===== src/rtl/qspi_pkg.sv =====
// qspi_pkg: opcodes, FSM states and chip-select targets shared by the QSPI arbiter and its bench.
package qspi_pkg;
    localparam logic [7:0] QSPI_CMD_READ  = 8'h0B;
    localparam logic [7:0] QSPI_CMD_WRITE = 8'h02;
    typedef enum logic [2:0] {IDLE, CMD, DUMMY, DATA, DESEL, ERR} state_e;
    typedef enum logic [1:0] {FLASH, RAM_A, RAM_B} target_e;
    function automatic target_e target_of(input logic [24:0] addr);
        target_e t;
        if (!addr[24]) t = FLASH;
        else if (addr[23]) t = RAM_B;
        else t = RAM_A;
        return t;
    endfunction
endpackage


===== src/rtl/qspi_rr_arbiter.sv =====
// qspi_rr_arbiter: two-way round-robin grant between the fetch and data ports.
module qspi_rr_arbiter (
    input  logic clk,
    input  logic rst,
    input  logic en_i,
    input  logic fetch_req_i,
    input  logic data_req_i,
    output logic fetch_gnt_o,
    output logic data_gnt_o
);
    logic prio_data_q;
    assign data_gnt_o  = en_i && data_req_i && (!fetch_req_i || prio_data_q);
    assign fetch_gnt_o = en_i && fetch_req_i && !data_gnt_o;
    always_ff @(posedge clk) begin
        if (rst) prio_data_q <= 1'b1;
        else if (data_gnt_o || fetch_gnt_o) prio_data_q <= fetch_gnt_o;
    end
endmodule


===== src/rtl/qspi_arbiter_ctrl.sv =====
// qspi_arbiter_ctrl: shares one quad-SPI bus between an instruction-fetch port and a data port,
// running single-byte command/address/dummy/data frames at clk/2.
module qspi_arbiter_ctrl
    import qspi_pkg::*;
#(
    parameter int          DUMMY_NIBBLES = 4,
    parameter int          DESEL_CYCLES  = 2,
    parameter logic [7:0]  CMD_READ      = QSPI_CMD_READ,
    parameter logic [7:0]  CMD_WRITE     = QSPI_CMD_WRITE
) (
    input  logic        clk,
    input  logic        rst,
    input  logic        fetch_req,
    input  logic [23:0] fetch_addr,
    output logic [7:0]  fetch_rdata,
    output logic        fetch_ready,
    input  logic        data_req,
    input  logic        data_we,
    input  logic [24:0] data_addr,
    input  logic [7:0]  data_wdata,
    output logic [7:0]  data_rdata,
    output logic        data_ready,
    output logic        data_err,
    output logic        qspi_clk,
    output logic [3:0]  qspi_data_out,
    output logic [3:0]  qspi_data_oe,
    input  logic [3:0]  qspi_data_in,
    output logic        qspi_flash_select,
    output logic        qspi_ram_a_select,
    output logic        qspi_ram_b_select
);
    state_e      state_q, state_d;
    target_e     tgt_q, tgt_d;
    logic        phase_q, phase_d;
    logic [3:0]  nib_q, nib_d, cnt_q, cnt_d;
    logic [31:0] sh_q, sh_d;
    logic [7:0]  wdata_q, wdata_d, frdata_q, frdata_d, drdata_q, drdata_d;
    logic        we_q, we_d, port_q, port_d;
    logic        fready_q, fready_d, dready_q, dready_d, derr_q, derr_d;
    logic        fetch_gnt, data_gnt, active, drive, nib_end;
    logic [3:0]  nib_last;

    qspi_rr_arbiter u_arb (
        .clk         (clk),
        .rst         (rst),
        .en_i        (state_q == IDLE),
        .fetch_req_i (fetch_req),
        .data_req_i  (data_req),
        .fetch_gnt_o (fetch_gnt),
        .data_gnt_o  (data_gnt)
    );

    assign nib_last = state_q == CMD ? 4'd7 : (state_q == DUMMY ? 4'(DUMMY_NIBBLES - 1) : 4'd1);
    assign nib_end  = phase_q && nib_q == nib_last;

    always_comb begin
        state_d  = state_q;
        tgt_d    = tgt_q;
        phase_d  = phase_q;
        nib_d    = nib_q;
        cnt_d    = cnt_q;
        sh_d     = sh_q;
        wdata_d  = wdata_q;
        frdata_d = frdata_q;
        drdata_d = drdata_q;
        we_d     = we_q;
        port_d   = port_q;
        fready_d = 1'b0;
        dready_d = 1'b0;
        derr_d   = 1'b0;
        case (state_q)
            IDLE: if (fetch_gnt || data_gnt) begin
                port_d  = data_gnt;
                we_d    = data_gnt && data_we;
                tgt_d   = FLASH;
                if (data_gnt) tgt_d = target_of(data_addr);
                wdata_d = data_wdata;
                sh_d    = {(data_gnt && data_we) ? CMD_WRITE : CMD_READ, data_gnt ? data_addr[23:0] : fetch_addr};
                phase_d = 1'b0;
                nib_d   = 4'd0;
                cnt_d   = 4'd0;
                state_d = CMD;
                // Writes to flash are refused without touching the bus.
                if (we_d && tgt_d == FLASH) begin
                    state_d  = ERR;
                    dready_d = 1'b1;
                    derr_d   = 1'b1;
                end
            end
            CMD, DUMMY, DATA: begin
                phase_d = !phase_q;
                if (phase_q) begin
                    nib_d = nib_end ? 4'd0 : nib_q + 4'd1;
                    if (state_q != DUMMY) sh_d = {sh_q[27:0], qspi_data_in};
                end
                if (nib_end && state_q == DATA) begin
                    state_d  = DESEL;
                    fready_d = !port_q;
                    dready_d = port_q;
                    if (!port_q) frdata_d = {sh_q[3:0], qspi_data_in};
                    if (port_q && !we_q) drdata_d = {sh_q[3:0], qspi_data_in};
                end else if (nib_end) begin
                    state_d = DATA;
                    if (state_q == CMD && !we_q && DUMMY_NIBBLES > 0) state_d = DUMMY;
                    sh_d = {wdata_q, 24'h0};
                end
            end
            DESEL, ERR: begin
                cnt_d = cnt_q + 4'd1;
                if (cnt_q == 4'(DESEL_CYCLES - 1)) state_d = IDLE;
            end
            default: state_d = IDLE;
        endcase
    end

    always_ff @(posedge clk) begin
        if (rst) begin
            state_q  <= IDLE;
            tgt_q    <= FLASH;
            phase_q  <= 1'b0;
            nib_q    <= 4'd0;
            cnt_q    <= 4'd0;
            sh_q     <= 32'h0;
            wdata_q  <= 8'h0;
            frdata_q <= 8'h0;
            drdata_q <= 8'h0;
            we_q     <= 1'b0;
            port_q   <= 1'b0;
            fready_q <= 1'b0;
            dready_q <= 1'b0;
            derr_q   <= 1'b0;
        end else begin
            state_q  <= state_d;
            tgt_q    <= tgt_d;
            phase_q  <= phase_d;
            nib_q    <= nib_d;
            cnt_q    <= cnt_d;
            sh_q     <= sh_d;
            wdata_q  <= wdata_d;
            frdata_q <= frdata_d;
            drdata_q <= drdata_d;
            we_q     <= we_d;
            port_q   <= port_d;
            fready_q <= fready_d;
            dready_q <= dready_d;
            derr_q   <= derr_d;
        end
    end

    assign active            = state_q inside {CMD, DUMMY, DATA};
    assign drive             = state_q == CMD || (state_q == DATA && we_q);
    assign qspi_clk          = active && phase_q;
    assign qspi_data_oe      = {4{drive}};
    assign qspi_data_out     = drive ? sh_q[31:28] : 4'h0;
    assign qspi_flash_select = !(active && tgt_q == FLASH);
    assign qspi_ram_a_select = !(active && tgt_q == RAM_A);
    assign qspi_ram_b_select = !(active && tgt_q == RAM_B);
    assign fetch_ready       = fready_q;
    assign fetch_rdata       = frdata_q;
    assign data_ready        = dready_q;
    assign data_rdata        = drdata_q;
    assign data_err          = derr_q;
endmodule


===== config.mk =====
export PLATFORM = sky130hd
export DESIGN_NAME = qspi_arbiter_ctrl
export DESIGN_NICKNAME = d
export VERILOG_FILES = /design/src/rtl/qspi_pkg.sv /design/src/rtl/qspi_rr_arbiter.sv /design/src/rtl/qspi_arbiter_ctrl.sv
export SDC_FILE = /design/constraint.sdc
export NUM_CORES = 1
export LEC_CHECK = 0
export BUFFER_PORTS_ARGS = -buffer_cell sky130_fd_sc_hd__buf_2
export CAP_MARGIN = 0
export CORE_ASPECT_RATIO = 0.8
export CORE_MARGIN = 4
export CORE_UTILIZATION = 45
export CTS_CLUSTER_DIAMETER = 200
export DETAILED_ROUTE_END_ITERATION = 8
export PLACE_DENSITY = 0.66
export SLEW_MARGIN = 10
export SYNTH_ARGS = -nofsm -noshare
export SYNTH_HDL_FRONTEND = slang
export SYNTH_SLANG_ARGS = --single-unit
export TNS_END_PERCENT = 10

===== constraint.sdc =====
create_clock -name clk -period 2.35 [get_ports clk]
set_clock_uncertainty 0.05 [all_clocks]
set_input_delay 0.1175 -clock clk [delete_from_list [all_inputs] [get_ports clk]]
set_output_delay 0.1175 -clock clk [all_outputs]
set_load 0.01 [all_outputs]

==> impl_metrics.csv <==
group,metric,value,unit
sta,fmax,0.487,GHz
placement,postPlaceCellArea,4640,µm²
clock_tree,cts_tree,"built",
sta,hold_viol,0,
critical_path,worstSetupPathType,"reg -> reg",
power,p_sw,1.49,mW
clock_tree,cts_sinks,76,
clock_tree,cts-htree-levels,3,
power,internal-power,2.73,mW
critical_path,endpoint_kind,"flip-flop",
clock_tree,ctsResizeCount,0,
grt,antenna_found_initial,0,
layout,final_area,5010,µm²
sta,rsz0062_at_grt,"false",
placement,dpl.hpwl,8150,µm
synth,synth-seq-cells,76,
grt,grt_util_all_layers,0.221,
synth,ys_warn_count,0,
drt,drtIter0Drc,411,
power,power_frac_comb,0.301,
sta,maxSlewHeadroom,0.307,
grt,grt_pass1_vias,3796,
synth,syn_avg_cell_area,8.07,µm²
synth,syn_inst,512,
clock_tree,clockRootBuffer,"clkbuf_16",
layout,fin_nets,660,
clock_tree,path_clk_slew,60,ps
sta,worst_pin_slew,1030,ps
layout,final_layout_size_suffix_gt1_frac,0.230,
clock_tree,clkLatencyLatePin,340,ps
power,cellLeakagePower,2.23,nW
floorplan,die_w,115,µm
clock_tree,numCtsBuffers,9,
floorplan,die_h,93.7,µm
floorplan,core_area,8710,µm²
layout,antennaDiodeCount,0,
grt,grt_pass1_wl,18900,µm
power,clkPwrFrac,0.316,
outcome,status,"finished clean",
synth,synth_top_area_cell,"dfxtp_1",
clock_tree,clockBufferDepth,2,
power,ir_drop,0.482,mV
grt,grt_max_degree,60,
power,power.share.switching,0.352,
drt,drt_pass1_iterations,5,
placement,dp.cells,684,
clock_tree,postCtsSetupBuffers,0,
drt,drc,0,
sta,period_share,0.873,
floorplan,ios,97,
min_path,hold_path_class,"in -> reg",
synth,synthDistinctLibCells,54,
sta,period_minus_slack,2050,ps
power,p_total,4.22,mW
synth,synth_area_leaders,"dfxtp_1 37%, nand2_1 5.4%, a41oi_1 5.3%, o21bai_1 4.9%, and3_1 4.5%",
drt,totalWireLength,11700,µm
power,pwr-share-seq,0.384,
power,pwr_density_cell,842,nW/µm²
sta,report.final.slew_viol_count,0,
layout,area_growth,21.2,%
synth,syn-cell-area,4130,µm²
critical_path,path_max_fanout,9,
critical_path,cp.required,2530,ps
sta,setup_viol,0,
layout,fin_cells,708,
critical_path,reg2reg_depth,5,
critical_path,startpoint_type,"flip-flop",
synth,syn-num-nets,581,
job,drv_cap,0,
synth,seq_area_frac_synth,0.368,
min_path,hold_depth,3,
placement,numPortBuffers,96,
drt,post_drt_via_cell_ratio,5.80,
critical_path,cp_data_arrival_time,2230,ps
sta,tns,0,ps
grt,gr-total-overflow,0,
drt,post_drt_wl_per_cell,16.6,µm
placement,place_congestion,0.856,
drt,drtAntennaViolNets,0,
floorplan,initial_core_util,0.474,
critical_path,regToRegSetupSlack,300,ps
drt,vias,4108,
synth,synth_top_area_frac,0.368,
floorplan,rows,30,
floorplan,dieArea,10800,µm²
cells in the mapped netlist (all sizes together):
cell	count
nor4	1
or3b	2
o21a	1
nand2b	3
a41oi	25
xor2	1
or2	2
nor3	4
nand2	59
buf	20
nand3	28
or3	3
nor4bb	1
a221o	1
nor3b	2
a21oi	20
ha	3
o2bb2ai	1
a32oi	2
clkbuf	32
and2	8
nand4	6
a31oi	4
a21boi	27
and3b	2
o211ai	2
nand4b	2
a221oi	5
inv	7
mux2i	17
o31a	1
or4	1
o2111ai	2
dfxtp	76
a211oi	3
a311oi	2
nor2	35
nor2b	3
nand3b	1
o21bai	27
o211a	1
and3	30
nor4b	1
a22oi	5
o21ai	33
cell type report:
type	count	area, µm²
Fill cell	804	3700
Inverter	7	26.3
Sequential cell	76	1520
Clock inverter	5	35.0
Tap cell	112	140
Timing Repair Buffer	120	681
Clock buffer	11	253
Multi-Input combinational cell	377	2350
path summary, 6_finish.rpt:
| path | from | to |
|---|---|---|
| max | state_q[1]$_SDFFE_PP0P_ | data_rdata[1]$_SDFFE_PP0P_ |
| min | data_addr[18] | sh_q[18]$_SDFFE_PP0P_ |
| max reg2reg | state_q[1]$_SDFFE_PP0P_ | data_rdata[1]$_SDFFE_PP0P_ |
| min reg2reg | wdata_q[0]$_SDFFE_PP0P_ | wdata_q[0]$_SDFFE_PP0P_ |
logic make-up after synthesis:
| group | after synthesis | synth area share |
|---|---|---|
| compound gates | 162 | 0.274 |
| xor+xnor | 1 | 0.00212 |
| fa+ha+maj | 3 | 0.00909 |
| buf+inv | 59 | 0.0654 |
| flops | 76 | 0.368 |
| mux | 17 | 0.0412 |
| simple gates | 194 | 0.240 |
critical path, stage by stage, from the launching register on:
cell,delay [ps]
dfxtp_1,510
buf_4,220
nor4b_2,400
nand4_2,420
mux2i_1,280
nor2_1,50
metal layers:
| layer | routed length (µm) | vias to the layer above | GRT usage |
|---|---|---|---|
| li1 | - | 2023 | - |
| met1 | 5660 | 1942 | 0.314 |
| met2 | 5000 | 133 | 0.317 |
| met3 | 940 | 10 | 0.0728 |
| met4 | 123 | 0 | 0.0626 |
| met5 | 0 | - | 0 |
repair_timing:
item	CTS	global route
hold buffers	8	0
hold endpoints to repair	8	0
endpoints found under the setup margin	0	0
metrics by stage:
step | util | hold slack [ps] | setup slack, ps
finish | 0.575 | 6.30 | 298
global route | 0.575 | 14.0 | 154
CTS | 0.575 | 0.294 | 311
detailed placement | 0.533 | 319 | 326
global placement | 0.533 | 314 | 428
floorplan | - | 203 | 594
cells in the final DEF, fill, tap and decap left out, drive strengths merged, types with 2 or more instances in the layout:
cell type | netlist | layout
nand2 | 59 | 59
a211oi | 3 | 3
or2 | 2 | 2
dlygate4sd3 | 0 | 8
nand4b | 2 | 2
and3b | 2 | 2
nand4 | 6 | 6
dfxtp | 76 | 76
nor3b | 2 | 2
a31oi | 4 | 4
buf | 20 | 112
inv | 7 | 8
nor3 | 4 | 4
a21oi | 20 | 20
a22oi | 5 | 5
ha | 3 | 3
o21bai | 27 | 27
mux2i | 17 | 17
and3 | 30 | 30
or3 | 3 | 3
a41oi | 25 | 25
nand2b | 3 | 3
clkbuf | 32 | 11
nor2b | 3 | 3
or3b | 2 | 2
o2111ai | 2 | 2
nor2 | 35 | 35
o21ai | 33 | 33
a21boi | 27 | 27
clkinv | 0 | 3
a311oi | 2 | 2
a32oi | 2 | 2
and2 | 8 | 8
a221oi | 5 | 5
nand3 | 28 | 28
o211ai | 2 | 2
power by group through the flow:
stage	combinational [mW]	clock [mW]	sequential [mW]
after floorplan	0.950	0	1.58
after global routing	1.42	1.41	1.64
after detailed placement	1.25	0	1.64
after CTS	1.26	1.35	1.61
final	1.27	1.33	1.62
after global placement	1.23	0	1.63
registers in the layout (all words and copies together) (netlist names):
signal,count
cnt_q,4
data_err,1
data_rdata,8
data_ready,1
fetch_rdata,8
fetch_ready,1
nib_q,4
phase_q,1
port_q,1
sh_q,32
state_q,3
tgt_q,2
u_arb.prio_data_q,1
wdata_q,8
we_q,1
No activity file was read; power rests on OpenSTA's default activity.
